## config.mk

```make
export PLATFORM = sky130hd
export DESIGN_NAME = fetch_unit_flat
export DESIGN_NICKNAME = d
export VERILOG_FILES = /design/src/rtl/fetch_unit_pkg.sv /design/src/rtl/fetch_unit_if.sv /design/src/rtl/fetch_fifo.sv /design/src/rtl/fetch_unit.sv /design/src/flat_wrapper.sv
export SDC_FILE = /design/constraint.sdc
export NUM_CORES = 1
export LEC_CHECK = 0
export CAP_MARGIN = 0
export CORE_UTILIZATION = 56
export DETAILED_ROUTE_END_ITERATION = 8
export MAX_ROUTING_LAYER = met4
export PLACE_DENSITY = 0.78
export SLEW_MARGIN = 0
export SYNTH_ARGS = -nofsm -noshare
export SYNTH_HDL_FRONTEND = slang
export SYNTH_SLANG_ARGS = --single-unit
```

## constraint.sdc

```tcl
create_clock -name clk -period 8.4 [get_ports clk]
set_input_delay 1.68 -clock clk [delete_from_list [all_inputs] [get_ports clk]]
set_output_delay 1.68 -clock clk [all_outputs]
set_load 0.03 [all_outputs]
```

## src/rtl/fetch_unit_pkg.sv

```systemverilog
// fetch_unit_pkg: opcode constants, fetch state encoding and reset PC shared by the fetch unit
package fetch_unit_pkg;
   localparam logic [6:0] OPC_FENCE = 7'b0001111;
   localparam logic [6:0] OPC_SYSTEM = 7'b1110011;
   localparam logic [31:0] DEFAULT_RESET_PC = 32'h0000_0000;
   typedef enum logic [1:0] {FETCH, WAIT, DISCARD, HALT} fetch_state_e;
   function automatic logic is_halt(input logic [6:0] opcode);
      return opcode == OPC_FENCE || opcode == OPC_SYSTEM;
   endfunction
endpackage

```

## src/rtl/fetch_unit_if.sv

```systemverilog
// fetch_unit_if: instruction memory, redirect and decode handshake bundle
interface fetch_unit_if;
   logic        imem_req;
   logic [31:0] imem_addr;
   logic        imem_ack;
   logic [31:0] imem_rdata;
   logic        redirect_valid;
   logic [31:0] redirect_pc;
   logic        id_valid;
   logic        id_ready;
   logic [31:0] id_pc;
   logic [31:0] id_instr;
   logic        halted;
   modport master (
      output imem_req, imem_addr, id_valid, id_pc, id_instr, halted,
      input  imem_ack, imem_rdata, redirect_valid, redirect_pc, id_ready
   );
   modport slave (
      input  imem_req, imem_addr, id_valid, id_pc, id_instr, halted,
      output imem_ack, imem_rdata, redirect_valid, redirect_pc, id_ready
   );
endinterface

```

## src/rtl/fetch_fifo.sv

```systemverilog
// fetch_fifo: {pc, instr} buffer between memory and decode, flushable on redirect
module fetch_fifo #(
   parameter int DEPTH = 4
) (
   input  logic                     clk,
   input  logic                     rst,
   input  logic                     flush,
   input  logic                     push,
   input  logic                     pop,
   input  logic [63:0]              din,
   output logic [63:0]              dout,
   output logic [$clog2(DEPTH):0]   count,
   output logic                     full,
   output logic                     empty
);
   localparam int AW = $clog2(DEPTH);
   localparam logic [AW:0] FULL_CNT = DEPTH[AW:0];
   logic [63:0] mem_q [DEPTH];
   logic [AW-1:0] rd_q, rd_d, wr_q, wr_d;
   logic [AW:0] cnt_q, cnt_d;
   logic wr_en, rd_en;
   assign wr_en = push && !full && !flush;
   assign rd_en = pop && !empty && !flush;
   assign count = cnt_q;
   assign full = cnt_q == FULL_CNT;
   assign empty = cnt_q == '0;
   assign dout = mem_q[rd_q];
   // pointer and occupancy update; flush discards everything
   always_comb begin
      rd_d = flush ? '0 : rd_q + AW'(rd_en);
      wr_d = flush ? '0 : wr_q + AW'(wr_en);
      cnt_d = flush ? '0 : cnt_q + (AW+1)'(wr_en) - (AW+1)'(rd_en);
   end
   // pointer and count registers
   always_ff @(posedge clk or negedge rst) begin
      if (!rst) begin
         rd_q <= '0;
         wr_q <= '0;
         cnt_q <= '0;
      end else begin
         rd_q <= rd_d;
         wr_q <= wr_d;
         cnt_q <= cnt_d;
      end
   end
   // storage array, contents only meaningful below the count
   always_ff @(posedge clk) begin
      if (wr_en) mem_q[wr_q] <= din;
   end
endmodule

```

## src/rtl/fetch_unit.sv

```systemverilog
// fetch_unit: single-outstanding instruction fetch with redirect flush, halt detection and decode buffer
module fetch_unit
   import fetch_unit_pkg::*;
#(
   parameter logic [31:0] RESET_PC = DEFAULT_RESET_PC,
   parameter int FIFO_DEPTH = 4
) (
   input logic clk,
   input logic rst,
   fetch_unit_if.master bus
);
   localparam int CW = $clog2(FIFO_DEPTH) + 1;
   fetch_state_e state_q, state_d;
   logic [31:0] fetch_pc_q, fetch_pc_d, tgt_q, tgt_d, redir_pc;
   logic started_q;
   logic ack, push, pop, full, empty;
   logic [CW-1:0] count;
   logic [63:0] head;
   assign redir_pc = bus.redirect_pc & ~32'h3;
   assign bus.imem_req = started_q && (state_q == WAIT || state_q == DISCARD || (state_q == FETCH && !full));
   assign bus.imem_addr = fetch_pc_q;
   assign ack = bus.imem_req && bus.imem_ack;
   assign push = ack && !bus.redirect_valid && state_q != DISCARD;
   assign pop = count != '0 && bus.id_ready && !bus.redirect_valid;
   assign bus.id_valid = !empty;
   assign bus.id_pc = empty ? '0 : head[63:32];
   assign bus.id_instr = empty ? '0 : head[31:0];
   assign bus.halted = state_q == HALT;
   fetch_fifo #(.DEPTH(FIFO_DEPTH)) u_fifo (
      .clk(clk),
      .rst(rst),
      .flush(bus.redirect_valid),
      .push(push),
      .pop(pop),
      .din({fetch_pc_q, bus.imem_rdata}),
      .dout(head),
      .count(count),
      .full(full),
      .empty(empty)
   );
   // next state: DISCARD keeps the stale address on the bus and parks the new target in tgt
   always_comb begin
      state_d = state_q;
      fetch_pc_d = fetch_pc_q;
      tgt_d = tgt_q;
      if (state_q == DISCARD) begin
         if (bus.redirect_valid) tgt_d = redir_pc;
         if (ack) begin
            state_d = FETCH;
            fetch_pc_d = bus.redirect_valid ? redir_pc : tgt_q;
         end
      end else if (bus.redirect_valid) begin
         if (bus.imem_req && !ack) begin
            state_d = DISCARD;
            tgt_d = redir_pc;
         end else begin
            state_d = FETCH;
            fetch_pc_d = redir_pc;
         end
      end else if (ack) begin
         state_d = is_halt(bus.imem_rdata[6:0]) ? HALT : FETCH;
         fetch_pc_d = fetch_pc_q + 32'd4;
      end else if (bus.imem_req) begin
         state_d = WAIT;
      end
   end
   // FSM registers; started_q holds off the first request until one edge after reset release
   always_ff @(posedge clk or negedge rst) begin
      if (!rst) begin
         state_q <= FETCH;
         fetch_pc_q <= RESET_PC;
         tgt_q <= RESET_PC;
         started_q <= 1'b0;
      end else begin
         state_q <= state_d;
         fetch_pc_q <= fetch_pc_d;
         tgt_q <= tgt_d;
         started_q <= 1'b1;
      end
   end
endmodule

```

## src/flat_wrapper.sv

```systemverilog
// flat-port wrapper written by rule: the top's interface ports become plain ports
module fetch_unit_flat import fetch_unit_pkg::*;
#(
   parameter logic [31:0] RESET_PC = DEFAULT_RESET_PC,
   parameter int FIFO_DEPTH = 4
)
  (clk, rst, bus_imem_req, bus_imem_addr, bus_id_valid, bus_id_pc, bus_id_instr, bus_halted, bus_imem_ack, bus_imem_rdata, bus_redirect_valid, bus_redirect_pc, bus_id_ready);
  fetch_unit_if bus_i ();
  input logic clk;
  input logic rst;
  output wire logic [$bits(bus_i.imem_req)-1:0] bus_imem_req;
  output wire logic [$bits(bus_i.imem_addr)-1:0] bus_imem_addr;
  output wire logic [$bits(bus_i.id_valid)-1:0] bus_id_valid;
  output wire logic [$bits(bus_i.id_pc)-1:0] bus_id_pc;
  output wire logic [$bits(bus_i.id_instr)-1:0] bus_id_instr;
  output wire logic [$bits(bus_i.halted)-1:0] bus_halted;
  input wire logic [$bits(bus_i.imem_ack)-1:0] bus_imem_ack;
  input wire logic [$bits(bus_i.imem_rdata)-1:0] bus_imem_rdata;
  input wire logic [$bits(bus_i.redirect_valid)-1:0] bus_redirect_valid;
  input wire logic [$bits(bus_i.redirect_pc)-1:0] bus_redirect_pc;
  input wire logic [$bits(bus_i.id_ready)-1:0] bus_id_ready;
  assign bus_imem_req = bus_i.imem_req;
  assign bus_imem_addr = bus_i.imem_addr;
  assign bus_id_valid = bus_i.id_valid;
  assign bus_id_pc = bus_i.id_pc;
  assign bus_id_instr = bus_i.id_instr;
  assign bus_halted = bus_i.halted;
  assign bus_i.imem_ack = bus_imem_ack;
  assign bus_i.imem_rdata = bus_imem_rdata;
  assign bus_i.redirect_valid = bus_redirect_valid;
  assign bus_i.redirect_pc = bus_redirect_pc;
  assign bus_i.id_ready = bus_id_ready;
  fetch_unit #(.RESET_PC(RESET_PC), .FIFO_DEPTH(FIFO_DEPTH)) u_core (.clk(clk), .rst(rst), .bus(bus_i));
endmodule
```

### Word-level counts from Yosys, hierarchy flattened

Memories as Yosys holds them, arrays and structs flattened.
Index checks and enable logic that the tools add are counted.

| storage, ports and cells | value |
|---|---|
| output and inout port bits | 99 |
| memories | 1 |
| bits in writable memories | 256 |
| word-level logic and storage cells | 74 |
| register bits | 74 |
| bits of input ports | 69 |

Memories:

| memory | words | bits a word | rd ports | clocked after Yosys merged registers in | wr ports | RTL line | text |
|---|---|---|---|---|---|---|---|
| u_core.u_fifo.mem_q | 4 | 64 | 1 | 0 | 1 | fetch_fifo.sv:18 | `logic [63:0] mem_q [DEPTH];` |

| operators by class | value |
|---|---|
| equality and inequality tests | 9 |
| add/subtract/negate cells | 5 |
| mux-type cells | 23 |
| reduce and logical (&&, ||, !) cells | 29 |

Operators by type and width:

| kind | count |
|---|---|
| $mux 32 | 11 |
| $add 32x3->32 const B | 1 |
| $mux 2 | 9 |
| $logic_and 1x1->1 | 12 |
| $eq 7x4->1 const B | 1 |
| $eq 7x7->1 const B | 1 |
| $reduce_bool 2->1 | 3 |
| $reduce_bool 3->1 | 2 |
| $add 2x1->2 | 2 |
| $eq 2x2->1 const B | 2 |
| $logic_not 1->1 | 4 |
| $reduce_and 2->1 | 2 |
| $add 3x1->3 | 1 |
| $eq 3x3->1 const B | 1 |
| $logic_not 3->1 | 1 |
| $logic_or 1x1->1 | 3 |
| $mux 3 | 1 |
| $ne 3x2->1 const B | 1 |
| $reduce_and 3->1 | 1 |
| $sub 3x1->3 | 1 |
| $eq 2x1->1 const B | 1 |
| $logic_not 2->1 | 1 |
| $mux 1 | 2 |
| $ne 2x1->1 const B | 1 |
| $ne 2x2->1 const B | 1 |

### Longest topological paths before layout

| depth | value |
|---|---|
| word-level depth | 13 |
| mapped depth | 14 |
| gate-level depth less buffers | 12 |

### By module

A second synthesis with hierarchy kept.

| unflattened totals | value |
|---|---|
| cells, all modules | 828 |
| area total of the unflattened synthesis | 14,069.7 µm² |

By module, submodules not included:

| module | cells each | sequential area each (µm²) | times used | area an instance (µm²) |
|---|---|---|---|---|
| fetch_fifo | 370 | 7,862.5 | 1 | 9,714.3 |
| fetch_unit | 458 | 1,676.6 | 1 | 4,355.4 |

### Least setup slack after synthesis

Ideal clock, no wire load.

| path | value |
|---|---|
| kind | input to register |
| from | input bus_redirect_valid |
| to | memory u_core.u_fifo.mem_q[2][0], enable pin |
| arrival time | 7,084 ps |
| slack | 738 ps |
| cell stages on the path | 5 |
| required time | 7,822 ps |
| library setup time | 578 ps |
| path buffers | 1 |
| cells stage by stage | or2_2 clkbuf_1 a21oi_1 nand2_1 nor3b_1 |

| between the ends | value |
|---|---|
| longest elaborated chain between the ends | 7 |

RTL lines:

| item | RTL line | text |
|---|---|---|
| start, declared | flat_wrapper.sv:19 | `input wire logic [$bits(bus_i.redirect_valid)-1:0] bus_redirect_valid;` |
| $logic_not 1->1 * | fetch_fifo.sv:22, fetch_unit.sv:23 |  |
| $logic_and 1x1->1 (2 in a row) | fetch_unit.sv:23 | `assign push = ack && !bus.redirect_valid && state_q != DISCARD;` |
| $logic_and 1x1->1 | fetch_fifo.sv:22 | `assign wr_en = push && !full && !flush;` |
| $logic_and 1x1->1 * | fetch_fifo.sv:22 |  |
| $mux 1 * | fetch_fifo.sv:48 | `if (wr_en) mem_q[wr_q] <= din;` |
| $mux 1 (implied by the code) * | fetch_fifo.sv:48 |  |
| end, declared | fetch_fifo.sv:18 |  |

Every way passes the cells marked *; elsewhere a longest branch is shown, timed or not.

### Worst setup path after layout

| path | value |
|---|---|
| from | register u_core.u_fifo.rd_q[0] |
| to | output bus_id_instr[0] |

| between the ends | value |
|---|---|
| longest elaborated chain between the ends | 2 |

RTL lines:

| item | RTL line | text |
|---|---|---|
| start, declared | fetch_fifo.sv:19 | `logic [AW-1:0] rd_q, rd_d, wr_q, wr_d;` |
| start signal, assigned | fetch_fifo.sv:41 | `rd_q <= rd_d;` |
| $mem_v2 4x64 | n/a |  |
| $mux 32 | fetch_unit.sv:27 | `assign bus.id_instr = empty ? '0 : head[31:0];` |
| end, declared | flat_wrapper.sv:15 | `output wire logic [$bits(bus_i.id_instr)-1:0] bus_id_instr;` |

No other way between the ends.

==> key figures <==
Run status
  • Outcome: completed

Setup path
  • Crit-path cells: buf_4 -> mux4_2 -> and2_1 -> clkdlybuf4s50_1
  • Crit path launch type: register
  • Setup CP Type: register to output port
  • Buffers & Inverters on Critical Path: 2
  • Critical path endpoint category: output port
  • Critical Path AT: 3.42 ns
  • Critical path's top delay family: buffers and inverters
  • Crit path largest cell delay: 0.87 ns
  • CP max FO: 33
  • Crit-path slowest cell: dfrtp_4
  • CP required: 6.72 ns

Routing
  • Initial DRC Count: 781
  • DR WL met2: 13.7 mm
  • Final wirelength: 28.4 mm
  • Wire length on met1: 12.7 mm
  • DR WL met3: 1.66 mm
  • DRC: 0
  • DRT antenna net count: 0
  • Top sig layer: met4
  • Drt via density: 5.99
  • Vias: 8111
  • First-pass detailed-route iteration total: 5
  • DR WL/cell: 21.0 um

CTS
  • CTS Root Cell: clkbuf_16
  • Clk slew on worst S/H paths: 0.06 ns
  • # resized after CTS: 0
  • Worst-Skew Late Latency: 0.50 ns
  • CTS Hold Buffers Added: 0
  • CTS tree: built
  • Post CTS Setup Buffer Count: 0
  • Total CTS buffers: 34
  • Clock sinks: 330
  • Clock buffer depth: 3
  • CTS H-tree depth: 2

Timing
  • Setup-failing EPs final: 0
  • Slew headroom: 31.2%
  • Worst hold slack: 0.493 ns
  • Max Transition Viols Final: 0
  • Final hold violation count: 0
  • Period minus WS final: 5.10 ns
  • Final period utilization: 60.7%
  • Fmax: 0.196 GHz
  • Clock Skew: 0.0219 ns
  • Tightest Pin Transition: 1.03 ns
  • RSZ-0062 raised after global routing: false
  • Setup TNS: 0 ns

Logic synthesis
  • Commonest cells post-synth: edfxtp_1, dfrtp_1, and2_1
  • Register area share after synthesis: 68.5%
  • Net Count, Synth: 920
  • Synth top area share: 55.2%
  • Syn Area/Cell: 16.5 sq um
  • Mapped Cells: 842
  • EDFF count, synth: 256
  • Most frequent cell after synthesis: edfxtp_1
  • Largest cells by area after synthesis: edfxtp_1, dfrtp_1, mux4_2, and2_1, mux2_2
  • Ys Warns: 0
  • Async SR Flop Fraction: 22.4%
  • Count of cell types in the netlist: 69
  • Synth Register Bits: 330
  • Synth Cell Area: 13900 sq um
  • Top_reg_cell synth: edfxtp_1
  • Area leader, netlist: edfxtp_1

Hold path
  • Min-Delay Path Class: register to register

Floorplanning
  • Initial Utilization: 57.3%
  • FP Rows: 57
  • Die height: 160 um
  • Die area: 25500 sq um
  • Core area: 24300 sq um
  • Die X: 160 um
  • IO Pins: 168

Placement
  • Placer congestion estimate: 0.890
  • # port buffers: 165
  • Final HPWL DP: 17.0 mm

Cells and area
  • Syn-to-layout area delta: 21.2%
  • # fillers: 1587
  • Final Core Density: 69.4%
  • Share of layout cells above drive strength 1: 16.9%
  • Nets: 1084
  • Antenna Cells: 0

Pwr
  • Maximum vdd drop: 0.000223 V
  • Pwr dens: 333 nW/um^2
  • Leak pwr: 0.00568 uW

Global route
  • Tot GR Track Use: 23.6%
  • Vias in the first global route: 7996
  • Grt total ovfl: 0
  • Initial antenna violation count: 0
  • First-pass GRT wire length: 45.2 mm
  • Largest net degree at the start of global routing: 75

Flow run
  • Maximum Capacitance Violations: 0
==> power by group <==
group	total (uW)	internal, uW	switching [uW]
clock network	1420	844	576
registers	2330	2040	286
logic	1870	807	1060
total	5620	3690	1920
==> layout by cell type (no fill, tap or decap), types with 10 or more instances in the layout <==
master	instances
edfxtp_1	256
clkdlybuf4s50_1	163
dfrtp_1	72
and2_1	68
mux4_2	64
clkbuf_16	35
nor2_1	34
o21ai_0	32
mux2_2	29
nand2_1	25
a21oi_1	18
nand3_1	13
a22o_1	13
buf_4	12
inv_1	11
clkbuf_1	11
nor3_1	10
==> final timing paths <==
check,from,endpoint,slack [ns],cells past startpoint
max in group asynchronous,rst,u_core.u_fifo.rd_q[0],6.22,2
min,u_core.tgt_q[0],u_core.tgt_q[0],0.49,1
min reg2reg,u_core.tgt_q[0],u_core.tgt_q[0],0.49,1
max,u_core.u_fifo.rd_q[0],bus_id_instr[0],3.30,4
min in group asynchronous,rst,u_core.tgt_q[22],1.40,2
max reg2reg,u_core.state_q[0],u_core.u_fifo.mem_q[1][59],4.86,9
==> worst reg2reg max path: cells and delay by family, from the launching register on <==
kind                       cells  cell delay [ns]
adders and majority gates      1             0.21
DFF                            1             0.36
buffers and inverters          3             0.85
AOI/OAI and AO/OA              1             0.22
and+or+nand+nor                4             1.54
==> metal layers <==
metal,global-route usage [%],vias up
met2,36.3,295
met5,-,-
met1,34.1,4127
met4,4.76,0
li1,-,3655
met3,3.74,34
==> area by class of cell <==
class	instances	area (sq um)	area share, %
multi-input combinational	451	4100	24.3
clock inverter	11	104	0.615
sequential	330	9550	56.6
inverter	12	45.0	0.267
timing repair buffer	177	1730	10.3
tap	324	405	2.40
clock buffer	48	945	5.60
==> flip-flops by register name, indices dropped and copies added, names as in the netlist <==
name	flops
u_core.u_fifo.rd_q	2
u_core.u_fifo.mem_q	256
u_core.u_fifo.count	3
u_core.tgt_q	32
u_core.bus.imem_addr	32
u_core.started_q	1
u_core.state_q	2
u_core.u_fifo.wr_q	2
==> kinds of logic (layout without fill, tap and decap cells) <==
logic type | count (synthesis) | count (layout) | synth area share (%)
buf+inv | 61 | 248 | 2.18
simple gates | 201 | 201 | 8.02
fa+ha+maj | 9 | 9 | 0.863
compound gates | 135 | 135 | 6.88
flops | 330 | 330 | 68.5
other cells | 1 | 1 | 0.0269
mux | 99 | 99 | 13.1
xor+xnor | 6 | 6 | 0.377
==> per-stage QoR <==
step | cells | power [uW] | cell area [sq um] | setup WS [ns]
after floorplan | 842 | 3470 | 13900 | 0.738
after global placement | 1294 | 4200 | 15800 | 3.31
after detailed placement | 1294 | 4240 | 15800 | 3.28
after CTS | 1353 | 5660 | 16900 | 3.17
after global routing | 1353 | 5860 | 16900 | 3.06
final | 1353 | 5620 | 16900 | 3.30
(Power assumes the default switching activity.)
